[src/rtl/pipelined_control_unit.sv]
// Control unit for a 5-stage pipeline: decodes the ID-stage opcode and carries its control bits through ID/EX, EX/MEM and MEM/WB, with load-use stall detection.
// Optional feature: define CTRL_JAL_EN to decode jal (1101111) as Jump + RegWrite; otherwise jal is illegal and ex_jump stays 0.
module pipelined_control_unit #(
    parameter int ALUOP_W = 2,
    parameter int CNT_W   = 16
) (
    input  logic               clk,
    input  logic               reset,
    input  logic [6:0]         opcode,
    input  logic               id_valid,
    input  logic [4:0]         id_rs1,
    input  logic [4:0]         id_rs2,
    input  logic [4:0]         id_rd,
    input  logic               flush,
    output logic               stall_out,
    output logic               ex_valid,
    output logic               ex_alusrc,
    output logic [ALUOP_W-1:0] ex_aluop,
    output logic               ex_branch,
    output logic               ex_jump,
    output logic [4:0]         ex_rd,
    output logic               mem_valid,
    output logic               mem_memread,
    output logic               mem_memwrite,
    output logic               mem_branch,
    output logic [4:0]         mem_rd,
    output logic               wb_valid,
    output logic               wb_regwrite,
    output logic               wb_memtoreg,
    output logic [4:0]         wb_rd,
    output logic               illegal,
    output logic [CNT_W-1:0]   stall_count
);
    localparam logic [6:0] OP_R    = 7'b0110011;
    localparam logic [6:0] OP_LD   = 7'b0000011;
    localparam logic [6:0] OP_ADDI = 7'b0010011;
    localparam logic [6:0] OP_SD   = 7'b0100011;
    localparam logic [6:0] OP_BR   = 7'b1100011;
`ifdef CTRL_JAL_EN
    localparam logic [6:0] OP_JAL  = 7'b1101111;
`endif

    typedef struct packed {
        logic       regwrite;
        logic       memread;
        logic       memwrite;
        logic       memtoreg;
        logic       alusrc;
        logic       branch;
        logic       jump;
        logic [1:0] aluop;
    } ex_ctrl_t;

    typedef struct packed {
        logic regwrite;
        logic memread;
        logic memwrite;
        logic memtoreg;
        logic branch;
    } mem_ctrl_t;

    typedef struct packed {
        logic regwrite;
        logic memtoreg;
    } wb_ctrl_t;

    ex_ctrl_t   dec_ctrl;
    logic       dec_illegal;

    logic       ex_valid_q, ex_valid_d;
    ex_ctrl_t   ex_ctrl_q, ex_ctrl_d;
    logic [4:0] ex_rd_q, ex_rd_d;
    logic       illegal_q, illegal_d;

    logic       mem_valid_q, mem_valid_d;
    mem_ctrl_t  mem_ctrl_q, mem_ctrl_d;
    logic [4:0] mem_rd_q, mem_rd_d;

    logic       wb_valid_q, wb_valid_d;
    wb_ctrl_t   wb_ctrl_q, wb_ctrl_d;
    logic [4:0] wb_rd_q, wb_rd_d;

    logic [CNT_W-1:0] cnt_q, cnt_d;

    // NOTE: every signal written in an always_comb gets a default first, so no path can infer a latch.
    always_comb begin
        dec_ctrl    = '0;
        dec_illegal = 1'b0;
        if (id_valid) begin
            case (opcode)
                OP_R:    begin dec_ctrl.regwrite = 1'b1; dec_ctrl.aluop = 2'b10; end
                OP_LD:   begin
                    dec_ctrl.memread  = 1'b1;
                    dec_ctrl.memtoreg = 1'b1;
                    dec_ctrl.alusrc   = 1'b1;
                    dec_ctrl.regwrite = 1'b1;
                end
                OP_ADDI: begin dec_ctrl.alusrc = 1'b1; dec_ctrl.regwrite = 1'b1; end
                OP_SD:   begin dec_ctrl.memwrite = 1'b1; dec_ctrl.alusrc = 1'b1; end
                OP_BR:   begin dec_ctrl.branch = 1'b1; dec_ctrl.aluop = 2'b01; end
`ifdef CTRL_JAL_EN
                OP_JAL:  begin dec_ctrl.jump = 1'b1; dec_ctrl.regwrite = 1'b1; end
`endif
                default: dec_illegal = 1'b1;
            endcase
        end
    end

    assign stall_out = id_valid & ex_valid_q & ex_ctrl_q.memread & (ex_rd_q != 5'd0)
                     & ((ex_rd_q == id_rs1) | (ex_rd_q == id_rs2));

    always_comb begin
        ex_valid_d  = id_valid;
        ex_ctrl_d   = dec_ctrl;
        ex_rd_d     = id_valid ? id_rd : 5'd0;
        illegal_d   = dec_illegal;
        if (stall_out || flush) begin
            ex_valid_d = 1'b0;
            ex_ctrl_d  = '0;
            ex_rd_d    = 5'd0;
            illegal_d  = 1'b0;
        end

        mem_valid_d = ex_valid_q;
        mem_ctrl_d  = '{regwrite: ex_ctrl_q.regwrite, memread: ex_ctrl_q.memread,
                        memwrite: ex_ctrl_q.memwrite, memtoreg: ex_ctrl_q.memtoreg,
                        branch: ex_ctrl_q.branch};
        mem_rd_d    = ex_rd_q;
        if (flush) begin
            mem_valid_d = 1'b0;
            mem_ctrl_d  = '0;
            mem_rd_d    = 5'd0;
        end

        wb_valid_d = mem_valid_q;
        wb_ctrl_d  = '{regwrite: mem_ctrl_q.regwrite, memtoreg: mem_ctrl_q.memtoreg};
        wb_rd_d    = mem_rd_q;

        cnt_d = cnt_q;
        if (stall_out && !flush && (cnt_q != {CNT_W{1'b1}})) begin
            cnt_d = cnt_q + CNT_W'(1);
        end
    end

    // NOTE: state registers use non-blocking assignments so all stages sample the old values on the same edge.
    always_ff @(posedge clk) begin
        if (reset) begin
            ex_valid_q  <= 1'b0;
            ex_ctrl_q   <= '0;
            ex_rd_q     <= 5'd0;
            illegal_q   <= 1'b0;
            mem_valid_q <= 1'b0;
            mem_ctrl_q  <= '0;
            mem_rd_q    <= 5'd0;
            wb_valid_q  <= 1'b0;
            wb_ctrl_q   <= '0;
            wb_rd_q     <= 5'd0;
            cnt_q       <= '0;
        end else begin
            ex_valid_q  <= ex_valid_d;
            ex_ctrl_q   <= ex_ctrl_d;
            ex_rd_q     <= ex_rd_d;
            illegal_q   <= illegal_d;
            mem_valid_q <= mem_valid_d;
            mem_ctrl_q  <= mem_ctrl_d;
            mem_rd_q    <= mem_rd_d;
            wb_valid_q  <= wb_valid_d;
            wb_ctrl_q   <= wb_ctrl_d;
            wb_rd_q     <= wb_rd_d;
            cnt_q       <= cnt_d;
        end
    end

    // Controls are gated by valid so a bubble never exposes stored bits; jump is only ever set when jal decoding is built in.
    always_comb begin
        ex_aluop = '0;
        if (ex_valid_q) ex_aluop[1:0] = ex_ctrl_q.aluop;
    end

    assign ex_valid     = ex_valid_q;
    assign ex_alusrc    = ex_valid_q & ex_ctrl_q.alusrc;
    assign ex_branch    = ex_valid_q & ex_ctrl_q.branch;
    assign ex_jump      = ex_valid_q & ex_ctrl_q.jump;
    assign ex_rd        = ex_rd_q;
    assign mem_valid    = mem_valid_q;
    assign mem_memread  = mem_valid_q & mem_ctrl_q.memread;
    assign mem_memwrite = mem_valid_q & mem_ctrl_q.memwrite;
    assign mem_branch   = mem_valid_q & mem_ctrl_q.branch;
    assign mem_rd       = mem_rd_q;
    assign wb_valid     = wb_valid_q;
    assign wb_regwrite  = wb_valid_q & wb_ctrl_q.regwrite;
    assign wb_memtoreg  = wb_valid_q & wb_ctrl_q.memtoreg;
    assign wb_rd        = wb_rd_q;
    assign illegal      = illegal_q;
    assign stall_count  = cnt_q;
endmodule
[config.mk]
export PLATFORM = sky130hd
export DESIGN_NAME = pipelined_control_unit
export DESIGN_NICKNAME = d
export VERILOG_FILES = /design/src/rtl/pipelined_control_unit.sv
export SDC_FILE = /design/constraint.sdc
export NUM_CORES = 1
export LEC_CHECK = 0
export CAP_MARGIN = 30
export CORE_UTILIZATION = 47
export DETAILED_ROUTE_END_ITERATION = 16
export PLACE_DENSITY = 0.85
export SYNTH_ARGS = -nofsm -noshare
export SYNTH_HDL_FRONTEND = slang
export SYNTH_SLANG_ARGS = --single-unit
export TNS_END_PERCENT = 1
[constraint.sdc]
create_clock -name clk -period 2.9 [get_ports clk]
set_input_delay 0.29 -clock clk [delete_from_list [all_inputs] [get_ports clk]]
set_output_delay 0.29 -clock clk [all_outputs]
set_load 0.02 [all_outputs]
=== Yosys cells after proc, flatten, opt, wreduce, memory -nomap -nowiden ===
Cells that the tools add are included.

* Bits in registers: 49
* Output and inout port bits: 46

* Multiplexer cells: 8
* Bitwise gates (word level): 14
* Equality and inequality tests: 8
* Reduce and logical (&&, ||, !) cells: 11
* Add/subtract/negate cells: 1

{| class="wikitable"
|+ Operators by type and width
! cell !! count
|-
| 16-bit by 1-bit adder with 16-bit output, second input constant || 1
|-
| 16-bit inequality test, second input constant || 1
|-
| 7-bit by 6-bit == test with 1-bit output, second input constant || 2
|-
| 1-bit AND || 12
|-
| 5-bit == test || 2
|-
| 3-bit OR reduction || 3
|-
| 7-bit by 2-bit == test with 1-bit output, second input constant || 1
|-
| 7-bit by 5-bit == test with 1-bit output, second input constant || 1
|-
| 7-bit == test, second input constant || 1
|-
| 1-bit two-way mux || 6
|-
| 5-bit nonzero test || 1
|-
| 5-bit OR reduction || 1
|-
| 2-bit case mux with 2 select lines || 1
|-
| 2-bit OR reduction || 2
|-
| 1-bit logical AND || 2
|-
| 2-bit two-way mux || 1
|-
| 1-bit logical NOT || 1
|-
| 1-bit logical OR || 1
|-
| 1-bit NOT || 1
|-
| 1-bit bitwise OR || 1
|}

=== Longest topological paths before layout ===
Gate-level depths: netlist of the first run.

* Depth after elaboration: 6
* Mapped depth: 7

=== Worst setup path after synthesis of the first run ===
Ideal clock, no wire load.

* Kind: register to register
* From: register cnt_q[0] (netlist: stall_count[0])
* To: register cnt_q[4] (netlist: stall_count[4])
* Cell stages (with the launch flop): 7
* Period minus slack after synthesis: 2026 ps
* Library setup time: 70 ps
* Arrival: 1956 ps
* Setup slack: 874 ps
* Data required time: 2830 ps
* Cell sequence: dfxtp_1 -> ha_1 -> and3_1 -> buf_6 -> a311o_4 -> or4_1 -> a21oi_1

* Cells in the longest elaborated chain, start to end: 2

{| class="wikitable"
|+ RTL lines
! item !! RTL line !! source
|-
| start: declaration || 83 || <nowiki>logic [CNT_W-1:0] cnt_q, cnt_d;</nowiki>
|-
| start signal: assignment || 170 || <nowiki>cnt_q <= cnt_d;</nowiki>
|-
| branches (longest 2 deep; another with 16-bit by 1-bit adder with 16-bit output) || -- ||
|}

Parallel ways; which one is timed is not known.
A chain may end at the register's enable or synchronous reset.

=== Worst setup path in the final report of the first run ===
* From: register ex_rd_q[1] (netlist: ex_rd[1])
* To: output port stall_out

* Cells in the longest elaborated chain, start to end: 3

{| class="wikitable"
|+ RTL lines
! item !! RTL line !! source
|-
| start: declaration || 72 || <nowiki>logic [4:0] ex_rd_q, ex_rd_d;</nowiki>
|-
| start signal: assignment || 162 || <nowiki>ex_rd_q <= ex_rd_d;</nowiki>
|-
| 5-bit == test or 5-bit nonzero test (tied branches) || 110, 109 ||
|-
| 1-bit bitwise OR or 1-bit AND (tied branches) || 110, 109 ||
|-
| 1-bit AND * || 110 || <nowiki>& ((ex_rd_q == id_rs1) | (ex_rd_q == id_rs2));</nowiki>
|-
| end: declaration || 15 || <nowiki>output logic stall_out,</nowiki>
|}

Mark *: on every way between the ends. The rest lies on a longest branch, timed or not.

==> summary.md, run 1 <==
| Metric | Value |
|---|---|
| Actual slew at the worst max-slew pin | `555 ps` |
| Clock transition at path regs | `80 ps` |
| Layout fillers | `317` |
| Placed instance count | `323` |
| Seq/Total Area, Yosys | `48.5%` |
| Worst R2R Start | `stall_count[0]` |
| Die area | `4480 sq um` |
| Pwr Density | `418 nW/um^2` |
| Detail-routed via count per cell | `5.22` |
| Crit path time final | `2550 ps` |
| Layout cell share with drive strength beyond 1 | `6.41%` |
| Commonest non-fill, non-tap cells in the layout | `70 x clkdlybuf4s50_1, 48 x dfxtp_1, 19 x and2_1, 19 x nor2_1` |
| Synthesized cell area | `1980 sq um` |
| Reg2reg end | `stall_count[14]` |
| GR Overflow Total | `0` |
| Max_cap viols | `0` |
| Cts repair resizes | `0` |
| Area delta synth->final | `41.2%` |
| Routed WL | `4.33 mm` |
| Num CTS Buffers | `5` |
| Outcome | `completed` |
| Port Buffers | `70` |
| Clock Path Buffers | `2` |
| Wirelength per Cell | `13.1 um` |
| Yosys reg bits | `48` |
| Net Sw Frac | `22.6%` |
| Cells after Synth | `211` |
| TritonCTS clock tree | `done` |
| I/O pins | `72` |
| Psw | `265 uW` |
| Crit end category | `output port` |
| Setup TNS | `0 ps` |
| Leak | `0.00103 uW` |
| Die H | `66.9 um` |
| Vias in the first global route | `1590` |
| R2R cell count | `5` |
| CP startpoint kind | `register` |
| CP Data Arrival Time | `2260 ps` |
| Gpl congestion | `0.746` |
| Hold-fix buffers at CTS | `0` |
| Worst VDD drop | `400 uV` |
| Synth warnings | `0` |
| Combinational share of power | `7.7%` |
| Cell internal pwr | `905 uW` |
| Max Slew Vio Count | `0` |
| Worst slew margin | `62.9%` |
| Vias | `1727` |
| CP endpoint | `stall_out` |
| Largest net degree at the start of global routing | `31` |
| Final Setup Violations | `0` |
| CP max FO | `7` |
| Unrepaired setup endpoints after global routing | `false` |
| Post-route insts no fill | `331` |
| Netlist cell types | `34` |
| Flop2flop setup slack | `760 ps` |
| Initial Util | `49.2%` |
| CP Class | `reg2out` |
| Final core occ | `69.4%` |
| Core Footprint | `4030 sq um` |
| Post-CTS Setup Bufs | `0` |
| Max Fclk | `392 MHz` |
| Tot GR Track Use | `20.5%` |
| Mapped Nets | `238` |
| Hold Path Class | `reg2reg` |
| Rows | `23` |
| H-tree depth | `2` |
| Syn avg cell area | `9.39 sq um` |
| Setup crit start | `ex_rd[1]` |
| Final Skew | `1.99 ps` |
| Initial DRC Count | `78` |
| Die Wd | `66.9 um` |
| TritonRoute pass-1 iters | `4` |
| Ant diodes | `0` |
| Hold Violations, Final | `0` |
| Nets@finish | `307` |
| Antenna violations before repair | `0` |
| Hpwl dp | `3.18 mm` |
| Most common cell after layout, fill and taps aside | `clkdlybuf4s50_1` |
| Crit path required time | `2610 ps` |
| Reg power frac | `57.1%` |
| Skew-Pair Late Insertion Delay | `300 ps` |
| First-pass GRT wire length | `6.90 mm` |
| Post-route antenna net violation count | `0` |
| Clk sinks | `48` |
| Clk root buf | `clkbuf_8` |
| Tcrit/Tclk final | `87.9%` |
| Clock Power Share | `35.2%` |
| Hold Crit Depth | `1` |
| # DRC | `0` |
## cell usage after synthesis, drive strengths merged
library cell | count | area share [%]
ha | 1 | 0.63
nor3b | 1 | 0.63
conb | 1 | 0.19
dfxtp | 48 | 49
and3 | 3 | 0.95
or4 | 11 | 4.2
or3 | 1 | 0.32
a22oi | 1 | 0.38
nand4 | 3 | 0.95
and2 | 19 | 6.0
nor2b | 14 | 4.4
o21ai | 2 | 0.51
and4 | 2 | 0.88
nand3 | 7 | 1.8
o211ai | 1 | 0.38
clkbuf | 7 | 1.3
or3b | 1 | 0.44
a311o | 2 | 1.6
nor4 | 1 | 0.32
nor3 | 7 | 1.8
o31ai | 10 | 3.8
buf | 4 | 2.1
mux2 | 4 | 2.3
nand2b | 1 | 0.32
a21oi | 14 | 3.5
xor2 | 10 | 4.4
inv | 8 | 1.5
nor2 | 19 | 3.6
nand2 | 6 | 1.1
o2111ai | 2 | 1.2
## worst min-delay path by stage
stage	slack (ps)	startpoint	end
after detailed placement	420	ex_ctrl_q[8]	mem_ctrl_q[4]
after global routing	460	ex_ctrl_q[6]	mem_ctrl_q[2]
final	440	ex_ctrl_q[8]	mem_ctrl_q[4]
after CTS	440	ex_ctrl_q[8]	mem_ctrl_q[4]
after floorplan	370	opcode[5]	ex_ctrl_q[5]
after global placement	420	ex_ctrl_q[8]	mem_ctrl_q[4]
## layout make-up
type | instances | area [sq um] | share of cell area (%)
clock buffer | 6 | 82.6 | 2.95
sequential | 48 | 961 | 34.4
clock inverter | 2 | 15.0 | 0.537
timing repair buffer | 73 | 723 | 25.9
inverter | 8 | 30.0 | 1.07
multi-input combinational | 144 | 922 | 33.0
tap | 50 | 62.6 | 2.24
## power groups by stage
stage                     logic (uW)  registers, uW  clock network [uW]
final                           90.6            668                 411
after floorplan                 31.6            688                   0
after global routing            98.4            669                 452
after global placement          88.2            684                   0
after detailed placement        90.4            684                   0
after CTS                       91.0            668                 421
## through the flow
| stage | power [uW] | worst slack [ps] | instance area, sq um | hold slack [ps] |
|---|---|---|---|---|
| 6_report | 1170 | 352 | 2800 | 444 |
| 5_1_grt | 1220 | 251 | 2800 | 457 |
| 4_1_cts | 1180 | 325 | 2800 | 443 |
| 3_5_place_dp | 774 | 607 | 2700 | 424 |
| 3_3_place_gp | 772 | 603 | 2700 | 415 |
| 2_1_floorplan | 719 | 874 | 1980 | 367 |
## registers in the layout, summed over array words and instances (netlist names)
signal / count
ex_ctrl_q: 7
ex_valid: 1
wb_valid: 1
illegal: 1
mem_rd: 5
ex_rd: 5
mem_ctrl_q: 4
stall_count: 16
mem_valid: 1
wb_rd: 5
wb_ctrl_q: 2
## worst max-delay path, stage by stage (launching register included)
cell             delay (ps)
dfxtp_1                 370
or4_1                   570
o2111ai_2               360
nor2_1                  100
clkdlybuf4s50_1         560
## layer usage
metal | vias to the layer above | GRT usage (%) | routed length [um]
li1 | 874 | - | -
met2 | 44 | 33.3 | 2110
met1 | 801 | 25.2 | 1980
met4 | 0 | 8.78 | 78
met3 | 8 | 5.48 | 168
met5 | - | 0 | 0
## cells by family (layout without fill, tap and decap cells)
group | Yosys count | count (layout) | share of synthesized area [%]
AO/OA/AOI/OAI | 32 | 32 | 11.4
XOR/XNOR | 10 | 10 | 4.42
AND/OR/NAND/NOR | 96 | 96 | 27.7
multiplexers | 4 | 4 | 2.27
buffers and inverters | 19 | 89 | 4.93
flip-flops | 48 | 48 | 48.5
adder cells (fa/ha/maj) | 1 | 1 | 0.632
other | 1 | 1 | 0.189
Note: power is estimated with default switching activity, not from simulation.
==> run 2, diff against run 1 <==
SKIP_LAST_GASP = 1   (was default)
==> results of run 2 <==
Final layout, timing and power as in run 1 (identical DEF).
==> run 3, diff against run 2 <==
CAP_MARGIN = 15   (was 30)
GPL_TIMING_DRIVEN = 0   (was default)
SLEW_MARGIN = 20   (was default)
==> run 3 against run 2 <==
Compared with the run above:
- worst hold slack gained 5.3 ps
- via count grew 2.3%
- register-to-register slack lost 30 ps
- final area grew 3.1%
- power grew 12%
- non-clock buffer count grew 8
- clock power grew 33%
- critical endpoint unchanged
- largest power group unchanged
- highest routed layer unchanged
==> summary.md, run 3 (synthesis results as in run 1) <==
| Metric | Value |
|---|---|
| Nets@finish | `315` |
| CP startpoint kind | `primary input` |
| CP max FO | `10` |
| Clock transition at path regs | `80 ps` |
| Worst slew margin | `57.8%` |
| Crit path time final | `2420 ps` |
| Hold Path Class | `reg2reg` |
| Tot Pwr | `1310 uW` |
| Routed WL | `4.60 mm` |
| Fin Hold WS | `449 ps` |
| Post-route antenna net violation count | `0` |
| # DRC | `0` |
| Detail-routed via count per cell | `5.23` |
| Critical path's slowest cell | `clkdlybuf4s50_1` |
| Vias in the first global route | `1528` |
| Initial DRC Count | `120` |
| Worst slack at placement | `-211 ps` |
| Tcrit/Tclk final | `83.6%` |
| Met2 wire length | `2.29 mm` |
| Worst VDD drop | `291 uV` |
| Die H | `66.9 um` |
| Rows | `23` |
| Final core occ | `71.6%` |
| TritonCTS clock tree | `done` |
| Die area | `4480 sq um` |
| Worst-path cell chain | `clkdlybuf4s50_1, xor2_1, nor3_1, a22oi_2, clkbuf_2, clkbuf_2, nor2_1, dlymetal6s2s_1` |
| Met1 Wirelength | `2.01 mm` |
| Wirelength per Cell | `13.6 um` |
| Max Fclk | `412 MHz` |
| Vias | `1767` |
| Max reg flops | `16` |
| Outcome | `completed` |
| Max_cap viols | `0` |
| Met3 WL | `250 um` |
| Clk sinks | `48` |
| Tot GR Track Use | `21.6%` |
| CP Data Arrival Time | `2130 ps` |
| Crit end category | `output port` |
| TritonRoute pass-1 iters | `4` |
| Final Skew | `3.20 ps` |
| Port Buffers | `70` |
| First-pass GRT wire length | `7.09 mm` |
| Commonest non-fill, non-tap cells in the layout | `69 x clkdlybuf4s50_1, 48 x dfxtp_1, 19 x and2_1, 19 x nor2_1` |
| Layout cell share with drive strength beyond 1 | `7.29%` |
| Max Slew Vio Count | `0` |
| CP Class | `in2out` |
| CP most frequent cell | `clkbuf_2` |
| Gpl congestion | `0.788` |
| Hpwl dp | `3.38 mm` |
| Initial Util | `49.2%` |
| I/O pins | `72` |
| Actual slew at the worst max-slew pin | `630 ps` |
| Clock Path Buffers | `2` |
| GR Overflow Total | `0` |
| Leak | `0.00110 uW` |
| H-tree depth | `2` |
| Area delta synth->final | `45.5%` |
| Final Worst Setup Slack | `475 ps` |
| Ant diodes | `0` |
| Pwr Density | `454 nW/um^2` |
| Post-CTS Setup Bufs | `0` |
| Core Footprint | `4030 sq um` |
| Final Setup Violations | `0` |
| Die Wd | `66.9 um` |
| Antenna violations before repair | `0` |
| Highest Signal Layer | `met4` |
| Hold Violations, Final | `0` |
| Clk root buf | `clkbuf_8` |
| Crit path required time | `2610 ps` |
| Largest net degree at the start of global routing | `15` |
| Most common cell after layout, fill and taps aside | `clkdlybuf4s50_1` |
| Largest stage delay on the critical path | `490 ps` |
| Unrepaired setup endpoints after global routing | `false` |
| Skew-Pair Late Insertion Delay | `290 ps` |
| Num CTS Buffers | `5` |
==> run 3: cell types whose count changed in the layout (fill, tap and decap cells not counted) <==
cell             change
clkbuf_2             +2
clkdlybuf4s50_1      -1
clkinvlp_4           -2
a22oi_2              +1
bufinv_16            +2
buf_4                -2
clkbuf_1             +5
a22oi_1              -1
buf_6                +3
clkbuf_8             -1
dlymetal6s2s_1       +1
==> run 3: layout make-up <==
cell class,count,area (sq um)
fill,328,1150
clock buffer,5,68.8
inverter,8,30.0
clock inverter,2,60.1
sequential,48,961
multi-input combinational,144,927
timing repair buffer,70,703
buffer,11,70.1
tap,50,62.6
==> run 3: metal layers <==
| layer | up-vias | track usage (%) |
|---|---|---|
| li1 | 888 | - |
| met3 | 5 | 4.79 |
| met4 | 0 | 7.45 |
| met5 | - | 0 |
| met1 | 812 | 27.9 |
| met2 | 62 | 35.0 |
==> run 3: critical path, delay by kind of cell <==
kind	cells	cell delay [ps]
buffers and inverters	4	1260
AO/OA/AOI/OAI	1	250
XOR/XNOR	1	170
AND/OR/NAND/NOR	2	170
==> run 3: through the flow <==
step / instances / setup TNS (ps) / area [sq um]
floorplan: 211 / 0 / 1980
global placement: 331 / -165 / 2740
detailed placement: 331 / -211 / 2740
CTS: 338 / 0 / 2880
global route: 338 / 0 / 2880
finish: 338 / 0 / 2880
==> run 3: power breakdown <==
part           internal [uW]  total [uW]  leakage (uW)  switching (uW)
Combinational           50.3        93.8      0.000646            43.5
Sequential               663         668      0.000387            5.13
Clock                    339         547     0.0000642             208
Total                   1050        1310       0.00110             257
==> run 3: path summary, 6_finish.rpt <==
kind	cells after the start	end	startpoint	slack [ps]
worst max-delay path	8	stall_out	id_rs1[4]	480
worst min-delay path	1	mem_ctrl_q[2]	ex_ctrl_q[6]	450
worst max register to register	6	stall_count[8]	stall_count[0]	730
worst min register to register	1	mem_ctrl_q[2]	ex_ctrl_q[6]	450
==> run 3: repair_timing <==
item / 4_1_cts / 5_1_grt
hold buffers: 0 / 0
setup endpoints to repair: 1 / 1
gates resized for setup: 2 / 2
